$ cat src/rtl/lsu_pkg.sv
// Shared types and encodings for the load/store unit.
package lsu_pkg;

    // Controller state encoding.
    typedef enum logic [1:0] {
        ST_IDLE = 2'b00,
        ST_REQ  = 2'b01,
        ST_WAIT = 2'b10,
        ST_DONE = 2'b11
    } lsu_state_e;

    // RV32I load width/sign codes.
    localparam logic [2:0] F3_LB  = 3'b000;
    localparam logic [2:0] F3_LH  = 3'b001;
    localparam logic [2:0] F3_LW  = 3'b010;
    localparam logic [2:0] F3_LBU = 3'b100;
    localparam logic [2:0] F3_LHU = 3'b101;

    // RV32I store width codes.
    localparam logic [2:0] F3_SB  = 3'b000;
    localparam logic [2:0] F3_SH  = 3'b001;
    localparam logic [2:0] F3_SW  = 3'b010;

    // Fault codes reported alongside the done pulse.
    localparam logic [1:0] FAULT_NONE  = 2'b00;
    localparam logic [1:0] FAULT_ALIGN = 2'b01;
    localparam logic [1:0] FAULT_BUS   = 2'b10;

    // True when the width code exists for this direction and the offset suits the width.
    function automatic logic access_ok(input logic st, input logic [2:0] f3,
                                       input logic [1:0] off);
        logic ok;
        ok = 1'b0;
        if (st) begin
            case (f3)
                F3_SB:   ok = 1'b1;
                F3_SH:   ok = ~off[0];
                F3_SW:   ok = (off == 2'b00);
                default: ok = 1'b0;
            endcase
        end else begin
            case (f3)
                F3_LB, F3_LBU: ok = 1'b1;
                F3_LH, F3_LHU: ok = ~off[0];
                F3_LW:         ok = (off == 2'b00);
                default:       ok = 1'b0;
            endcase
        end
        return ok;
    endfunction

endpackage

$ cat src/rtl/load_align.sv
// Picks the addressed byte/halfword out of a read word and extends it to 32 bits.
module load_align
    import lsu_pkg::*;
(
    input  logic [2:0]  funct3,
    input  logic [1:0]  byte_off,
    input  logic [31:0] rdata,
    output logic [31:0] data
);

    logic [7:0]  sel_byte;
    logic [15:0] sel_half;

    assign sel_byte = rdata[{byte_off, 3'b000} +: 8];
    assign sel_half = byte_off[1] ? rdata[31:16] : rdata[15:0];

    // Extension by width code; anything else passes the word through.
    always_comb begin
        data = rdata;
        case (funct3)
            F3_LB:   data = {{24{sel_byte[7]}}, sel_byte};
            F3_LBU:  data = {24'h0, sel_byte};
            F3_LH:   data = {{16{sel_half[15]}}, sel_half};
            F3_LHU:  data = {16'h0, sel_half};
            default: data = rdata;
        endcase
    end

endmodule

$ cat src/rtl/load_store_unit.sv
// Single-outstanding load/store sequencer between the core and an external data memory.
//
//   state   | meaning
//   --------+------------------------------------------------------------
//   IDLE    | waiting for start; request fields latched on acceptance
//   REQ     | mem_req held with stable address/strobes until mem_gnt
//   WAIT    | load granted, waiting for mem_rvalid
//   DONE    | one-cycle done pulse, fault valid
module load_store_unit
    import lsu_pkg::*;
#(
    parameter int TIMEOUT_CYCLES = 255
) (
    input  logic        clk,
    input  logic        rst_n,
    input  logic        start,
    input  logic        is_store,
    input  logic [2:0]  funct3,
    input  logic [31:0] addr,
    input  logic [31:0] store_data,
    output logic        mem_req,
    output logic        mem_we,
    output logic [31:0] mem_addr,
    output logic [3:0]  mem_wstrb,
    output logic [31:0] mem_wdata,
    input  logic        mem_gnt,
    input  logic        mem_rvalid,
    input  logic [31:0] mem_rdata,
    output logic        busy,
    output logic        done,
    output logic [31:0] load_data,
    output logic [1:0]  fault
);

    localparam int CNT_W = $clog2(TIMEOUT_CYCLES + 1);
    // Timeout fires on the last allowed cycle so the request lasts exactly TIMEOUT_CYCLES.
    localparam logic [CNT_W-1:0] CNT_LAST = CNT_W'(TIMEOUT_CYCLES - 1);

    lsu_state_e       state_q, state_d;
    logic [CNT_W-1:0] cnt_q, cnt_d;
    logic [1:0]       off_q, off_d;
    logic [2:0]       funct3_q, funct3_d;
    logic             is_store_q, is_store_d;
    logic [31:0]      mem_addr_q, mem_addr_d;
    logic             mem_we_q, mem_we_d;
    logic [3:0]       mem_wstrb_q, mem_wstrb_d;
    logic [31:0]      mem_wdata_q, mem_wdata_d;
    logic [1:0]       fault_q, fault_d;
    logic [31:0]      load_data_q, load_data_d;
    logic [31:0]      aligned_data;
    logic             timed_out;

    load_align u_load_align (
        .funct3   (funct3_q),
        .byte_off (off_q),
        .rdata    (mem_rdata),
        .data     (aligned_data)
    );

    assign timed_out = (cnt_q == CNT_LAST);

    // Next-state, wait counter and latched request fields.
    always_comb begin
        state_d     = state_q;
        cnt_d       = cnt_q;
        off_d       = off_q;
        funct3_d    = funct3_q;
        is_store_d  = is_store_q;
        mem_addr_d  = mem_addr_q;
        mem_we_d    = mem_we_q;
        mem_wstrb_d = mem_wstrb_q;
        mem_wdata_d = mem_wdata_q;
        fault_d     = fault_q;
        load_data_d = load_data_q;
        case (state_q)
            ST_IDLE: begin
                cnt_d = '0;
                if (start) begin
                    off_d       = addr[1:0];
                    funct3_d    = funct3;
                    is_store_d  = is_store;
                    mem_addr_d  = {addr[31:2], 2'b00};
                    mem_we_d    = is_store;
                    mem_wstrb_d = 4'b0000;
                    mem_wdata_d = 32'h0;
                    if (is_store) begin
                        case (funct3)
                            F3_SB: begin
                                mem_wstrb_d = 4'b0001 << addr[1:0];
                                mem_wdata_d = {4{store_data[7:0]}};
                            end
                            F3_SH: begin
                                mem_wstrb_d = 4'b0011 << addr[1:0];
                                mem_wdata_d = {2{store_data[15:0]}};
                            end
                            F3_SW: begin
                                mem_wstrb_d = 4'b1111;
                                mem_wdata_d = store_data;
                            end
                            default: ;
                        endcase
                    end
                    if (access_ok(is_store, funct3, addr[1:0])) begin
                        state_d = ST_REQ;
                        fault_d = FAULT_NONE;
                    end else begin
                        state_d = ST_DONE;
                        fault_d = FAULT_ALIGN;
                    end
                end
            end
            ST_REQ: begin
                cnt_d = cnt_q + 1'b1;
                if (mem_gnt) begin
                    cnt_d = '0;
                    if (is_store_q) begin
                        state_d = ST_DONE;
                    end else if (mem_rvalid) begin
                        load_data_d = aligned_data;
                        state_d     = ST_DONE;
                    end else begin
                        state_d = ST_WAIT;
                    end
                end else if (timed_out) begin
                    state_d = ST_DONE;
                    fault_d = FAULT_BUS;
                end
            end
            ST_WAIT: begin
                cnt_d = cnt_q + 1'b1;
                if (mem_rvalid) begin
                    load_data_d = aligned_data;
                    state_d     = ST_DONE;
                end else if (timed_out) begin
                    state_d = ST_DONE;
                    fault_d = FAULT_BUS;
                end
            end
            ST_DONE: begin
                cnt_d   = '0;
                state_d = ST_IDLE;
            end
            default: state_d = ST_IDLE;
        endcase
    end

    // State and datapath registers; reset abandons any transaction in flight.
    always_ff @(posedge clk or negedge rst_n) begin
        if (!rst_n) begin
            state_q     <= ST_IDLE;
            cnt_q       <= '0;
            off_q       <= 2'b00;
            funct3_q    <= 3'b000;
            is_store_q  <= 1'b0;
            mem_addr_q  <= 32'h0;
            mem_we_q    <= 1'b0;
            mem_wstrb_q <= 4'b0000;
            mem_wdata_q <= 32'h0;
            fault_q     <= FAULT_NONE;
            load_data_q <= 32'h0;
        end else begin
            state_q     <= state_d;
            cnt_q       <= cnt_d;
            off_q       <= off_d;
            funct3_q    <= funct3_d;
            is_store_q  <= is_store_d;
            mem_addr_q  <= mem_addr_d;
            mem_we_q    <= mem_we_d;
            mem_wstrb_q <= mem_wstrb_d;
            mem_wdata_q <= mem_wdata_d;
            fault_q     <= fault_d;
            load_data_q <= load_data_d;
        end
    end

    assign mem_req   = (state_q == ST_REQ);
    assign mem_we    = mem_we_q;
    assign mem_addr  = mem_addr_q;
    assign mem_wstrb = mem_wstrb_q;
    assign mem_wdata = mem_wdata_q;
    assign busy      = (state_q != ST_IDLE);
    assign done      = (state_q == ST_DONE);
    assign fault     = done ? fault_q : FAULT_NONE;
    assign load_data = load_data_q;

endmodule

$ cat config.mk
export PLATFORM = sky130hd
export DESIGN_NAME = load_store_unit
export DESIGN_NICKNAME = d
export VERILOG_FILES = /design/src/rtl/lsu_pkg.sv /design/src/rtl/load_align.sv /design/src/rtl/load_store_unit.sv
export SDC_FILE = /design/constraint.sdc
export NUM_CORES = 1
export LEC_CHECK = 0
export ABC_AREA = 0
export CAP_MARGIN = 25
export CORE_ASPECT_RATIO = 0.5
export CORE_MARGIN = 2
export CORE_UTILIZATION = 25
export DETAILED_ROUTE_END_ITERATION = 10
export PLACE_DENSITY = 0.5
export REMOVE_ABC_BUFFERS = 1
export SETUP_SLACK_MARGIN = 0.2
export SLEW_MARGIN = 40
export SYNTH_ARGS = -nofsm -noshare
export SYNTH_HDL_FRONTEND = slang
export SYNTH_HIERARCHICAL = 1
export SYNTH_SLANG_ARGS = --single-unit
$ cat constraint.sdc
create_clock -name clk -period 3.1 [get_ports clk]
set_clock_uncertainty 0.1 [all_clocks]
set_input_delay 0.465 -clock clk [delete_from_list [all_inputs] [get_ports clk]]
set_output_delay 0.465 -clock clk [all_outputs]
set_load 0.01 [all_outputs]
### After elaboration in Yosys (flattened, before gate mapping)

Index checks and enable logic that the tools add are counted.

* bits in registers: 116
* input port bits: 105
* output and inout port bits: 106
* word-level logic and storage cells: 76

* add/subtract/negate cells: 1
* equality and inequality tests: 16
* shifts and indexed selects: 3
* muxes and demuxes: 32
* bitwise operators: 1
* reductions and logical operators: 13

Operators with widths (number)
* 2-to-1 mux 32 bit: 4
* case mux 32 bit (4 select lines): 1
* case mux 32 bit (3 select lines): 1
* case mux 32 bit (2 select lines): 1
* variable part select 32 x 6 -> 8 bit: 1
* case mux 8 bit (3 select lines): 1
* 2-to-1 mux 2 bit: 10
* 2-to-1 mux 16 bit: 1
* equality test 3 bit (second input constant): 4
* case mux 4 bit (3 select lines): 1
* adder 8 x 1 -> 8 bit (second input constant): 1
* equality test 8 bit (second input constant): 1
* 2-to-1 mux 8 bit: 1
* != test 2 bit (second input constant): 4
* case mux 2 bit (4 select lines): 1
* equality test 3 x 1 -> 1 bit (second input constant): 2
* zero test 3 bit: 2
* 2-to-1 mux 1 bit: 6
* case mux 1 bit (3 select lines): 2
* case mux 2 bit (3 select lines): 1
* OR reduction 2 bit: 3
* equality test 2 bit (second input constant): 2
* zero test 2 bit: 2
* 2-to-1 mux 4 bit: 1
* 11 further kinds: 12

### Longest topological paths before layout

* depth in word-level cells: 9
* gate-level depth with buffers: 7

### Hierarchy

The synthesis kept the hierarchy.

By module, submodules not included
* load_store_unit: times used 1, cells each 387, area an instance 5101.1 um^2, seq. area each 2902.8 um^2
* load_align: times used 1, cells each 96, area an instance 845.8 um^2, seq. area each 0.0 um^2

### Worst setup path after synthesis

OpenSTA, ideal clock, no wires.

* path kind: flip-flop to flip-flop
* from: reg state_q[1]
* to: reg load_data_q[10], in the netlist load_data[10]
* library setup time: 0.125 ns
* arrival: 1.589 ns
* data required time: 2.875 ns
* setup slack: 1.285 ns
* stages on the path, launching flop included: 8
* path buffers: 2
* clock period less this slack: 1.815 ns
* cell sequence: dfrtp_1 inv_1 ha_1 o21ai_1 and3_1 buf_6 buf_12 mux2_4

* cells in the longest elaborated chain, start to end: 3
* elaborated cells on any way between the ends: 7
* classes of those cells: eq/ne: 4; mux: 1; reduce/logical: 2

RTL lines
* start, declared: RTL line load_store_unit.sv:39 `lsu_state_e state_q, state_d;`
* start signal, assigned: RTL line load_store_unit.sv:162 `state_q <= state_d;`
* equality test 2 x 1 -> 1 bit (*)
* net mem_req: RTL line load_store_unit.sv:21 `output logic mem_req,`
* != test 2 bit (no source line), or another cell as far along
* AND reduction 3 bit (no source line)
* end signal, assigned: RTL line load_store_unit.sv:172 `load_data_q <= load_data_d;`
* end, declared: RTL line load_store_unit.sv:49 `logic [31:0] load_data_q, load_data_d;`

Mark *: on every way through the listed nets, which the timed path passes. The rest lies on a longest branch.
A chain may end at the register's enable or synchronous reset.

### Worst setup path after layout

* from: reg state_q[0]
* to: out busy

* cells in the longest elaborated chain, start to end: 1

RTL lines
* nonzero test 2 bit: RTL line load_store_unit.sv:181 `assign busy = (state_q != ST_IDLE);`
* end, declared: RTL line load_store_unit.sv:29 `output logic busy,`

No other way between the ends.

==> impl_metrics.toml <==
[run_status]
run_status = "complete, no violations"

[clocking]
clkTransAtPathRegs_ns = 0.05
cts-resized-gates = 0
cts_root_buffer = "clkbuf_16"
worstSkewPairLatency_ns = 0.42
clk_path_buf_depth = 2
postCtsSetupBuffers = 0
cts_tree = "yes"
cts.sink_count = 116
cts-buffers-inserted = 17
cts_max_level = 4

[route]
detail_route.wirelength_mm = 18.51
post_drt_via_cell_ratio = 4.589
drt.antenna.violating_nets = 0
drtIter0Drc = 225
drcViolationCount = 0
wl_per_cell_um = 18.24
routed_vias = 4658
drt-pass1-iter-count = 4

[power]
p_leak_nw = 3.831
p_total_w = 0.009091
power_density_nw_per_um2 = 1012
ir_worst_vdd_uv = 348.0

[timing]
totalNegativeSetupSlack_ns = 0
max_slew.worst_pin.slew_ns = 0.8609
maxSlewViolCount = 0
finalSetupViolCount = 0
period_share_pct = 79.54
setup_slack_ns = 0.6344
layout_min_cycle_time_ns = 2.466
grt_setup_unrepaired = "false"
slew_headroom_pct = 42.40
holdWs_ns = 0.3827
fmaxAchievable_ghz = 0.4056
hold_viol_final = 0

[layout]
seqCellArea_um2 = 2903
share_of_final_layout_standard_cells_stronger_than_drive_strength_1_pct = 19.83
net_count_final = 808
fillerInstances = 2263
area_growth_syn_to_layout_pct = 51.00
multiInputGateArea_um2 = 2743

[logic_synthesis]
synthDistinctLibCells = 53
yosys-mux-area-fraction_pct = 16.60
async_flop_share_pct = 100.0
synth_largest_type_area_fraction_pct = 48.81
synthTopCellsByArea = "dfrtp_1, mux2_4, mux2_2, a22o_1, a2bb2oi_2"
synth.cell_area_um2 = 5947
synth_xor_area_share_pct = 0.8837
yosys_most_used_dff = "dfrtp_1"
synth_largest_area_cell = "dfrtp_1"
synth.top_cells.by_count = "dfrtp_1, mux2_2, mux2_4, a22o_1, a21oi_1"
synth_cells = 483
synth_top_family_by_area = "compound AO/OA/AOI/OAI gates"
post_synth_fa_ha_maj_area_fraction_pct = 1.683
ys_seq_elements = 116
synthesized_area_fraction_occupied_by_ao_oa_aoi_and_oai_cells_pct = 18.85
synthesis.yosys.warnings = 6
synthSimpleGateAreaFrac_pct = 7.827
sequential_area_share_after_synthesis_pct = 48.81
syn_area_per_cell_um2 = 12.31
synth_edf_count = 0
synth_most_common_cell = "dfrtp_1"

[critical_path]
crit_type = "reg -> out"
critPathCaptureType = "output port"
critPathRequiredTime_ns = 2.53
timing.critical_path.from_type = "flop"
crit_arrival_ns = 1.90
worstPathMaxFanout = 6

[grt]
grt_overflow_total = 0
largest_net_degree_at_the_start_of_global_routing = 44
antenna_violations_before_repair = 2
grt_use_total_pct = 15.00
first_pass_grt_wire_length_mm = 28.45
first_global_vias = 4810

[placed_design]
buffer_ports.inserted = 208
detailedPlacementHpwl_mm = 13.32
pre_cts_slack_ns = 0.5663
place.gp.congestion = 0.8003

[floorplanning]
die_w_um = 222.1
io_pins = 211
floorplan.initialDensity_pct = 25.77
std_cell_rows = 39
die_area_um2 = 25110
coreArea_um2 = 23080
die_height_um = 113.1

[flow_run]
cap_violations = 0

[worst_hold_path]
hold_path.class = "reg -> reg"
==> registers in the layout (all words and copies together) (netlist names) <==
name       cells
load_data     32
fault_q        2
mem_addr      30
funct3_q       3
mem_we         1
mem_wstrb      4
cnt_q          8
off_q          2
state_q        2
mem_wdata     32
==> per-layer routing <==
metal	wire, um	global-route usage, %	vias up
met2	9248	25.22	100
met5	0	0	-
met1	8068	18.20	2314
li1	-	-	2218
met3	840	4.466	26
met4	352	5.991	0
==> critical path: stages (launching register included) <==
cell             delay (ns)
dfrtp_1                0.46
inv_1                  0.12
ha_1                   0.29
inv_1                  0.08
clkdlybuf4s50_1        0.52
==> area by class of cell <==
cell class	instances	share of cell area, %
Clock inverter	9	1.979
Multi-Input combinational cell	318	30.54
Tap cell	307	4.278
Antenna cell	2	0.05573
Clock buffer	21	5.127
Inverter	18	0.7524
Sequential cell	116	32.33
Timing Repair Buffer	224	24.94
==> cell usage in the layout (no fill, tap or decap), types with 17 or more instances in the layout <==
master	Yosys	routed
o21ai_0	22	22
nor2_1	18	18
a21oi_1	28	28
dfrtp_1	116	116
mux2_2	41	41
clkdlybuf4s50_1	0	207
nor2b_1	19	19
nand2_1	21	20
clkbuf_16	0	17
mux2_4	31	31
a22o_1	30	30
==> repair_timing <==
item                                    in CTS  in global routing
endpoints found under the hold margin       24                  0
hold buffers                                 1                  0
endpoints found under the setup margin       0                  0
==> report_power, final <==
| group | internal [W] | leakage [nW] | switching [W] |
|---|---|---|---|
| Clock | 0.00146 | 0.301 | 0.000718 |
| Combinational | 0.00252 | 2.07 | 0.00178 |
| Sequential | 0.00215 | 1.46 | 0.000465 |
| Total | 0.00613 | 3.83 | 0.00296 |
==> worst paths after layout <==
path / start / end / slack, ns / depth (start not counted)
setup / recovery: state_q[0] / busy / 0.63 / 4
hold / removal: mem_wdata[18] / mem_wdata[18] / 0.38 / 2
setup reg to reg: state_q[0] / mem_wdata[16] / 0.83 / 6
hold reg to reg: mem_wdata[18] / mem_wdata[18] / 0.38 / 2
max in group asynchronous: rst_n / mem_wdata[13] / 1.79 / 3
min in group asynchronous: rst_n / mem_we / 0.42 / 2
==> stage by stage <==
step           instance area (um^2)  instances  utilization (%)
3_5_place_dp                   8327        982            36.08
2_1_floorplan                  5704        452                -
3_3_place_gp                   8327        982            36.08
5_1_grt                        8980       1015            38.91
6_report                       8980       1015            38.91
4_1_cts                        8975       1013            38.88
==> cell families (layout without fill, tap and decap cells) <==
logic type	after synthesis	after routing
XOR/XNOR	6	6
adder cells (fa/ha/maj)	8	8
buffers and inverters	50	272
multiplexers	78	78
AO/OA/AOI/OAI	137	137
other	1	4
flip-flops	116	116
AND/OR/NAND/NOR	87	87
No activity file was read; power rests on OpenSTA's default activity.
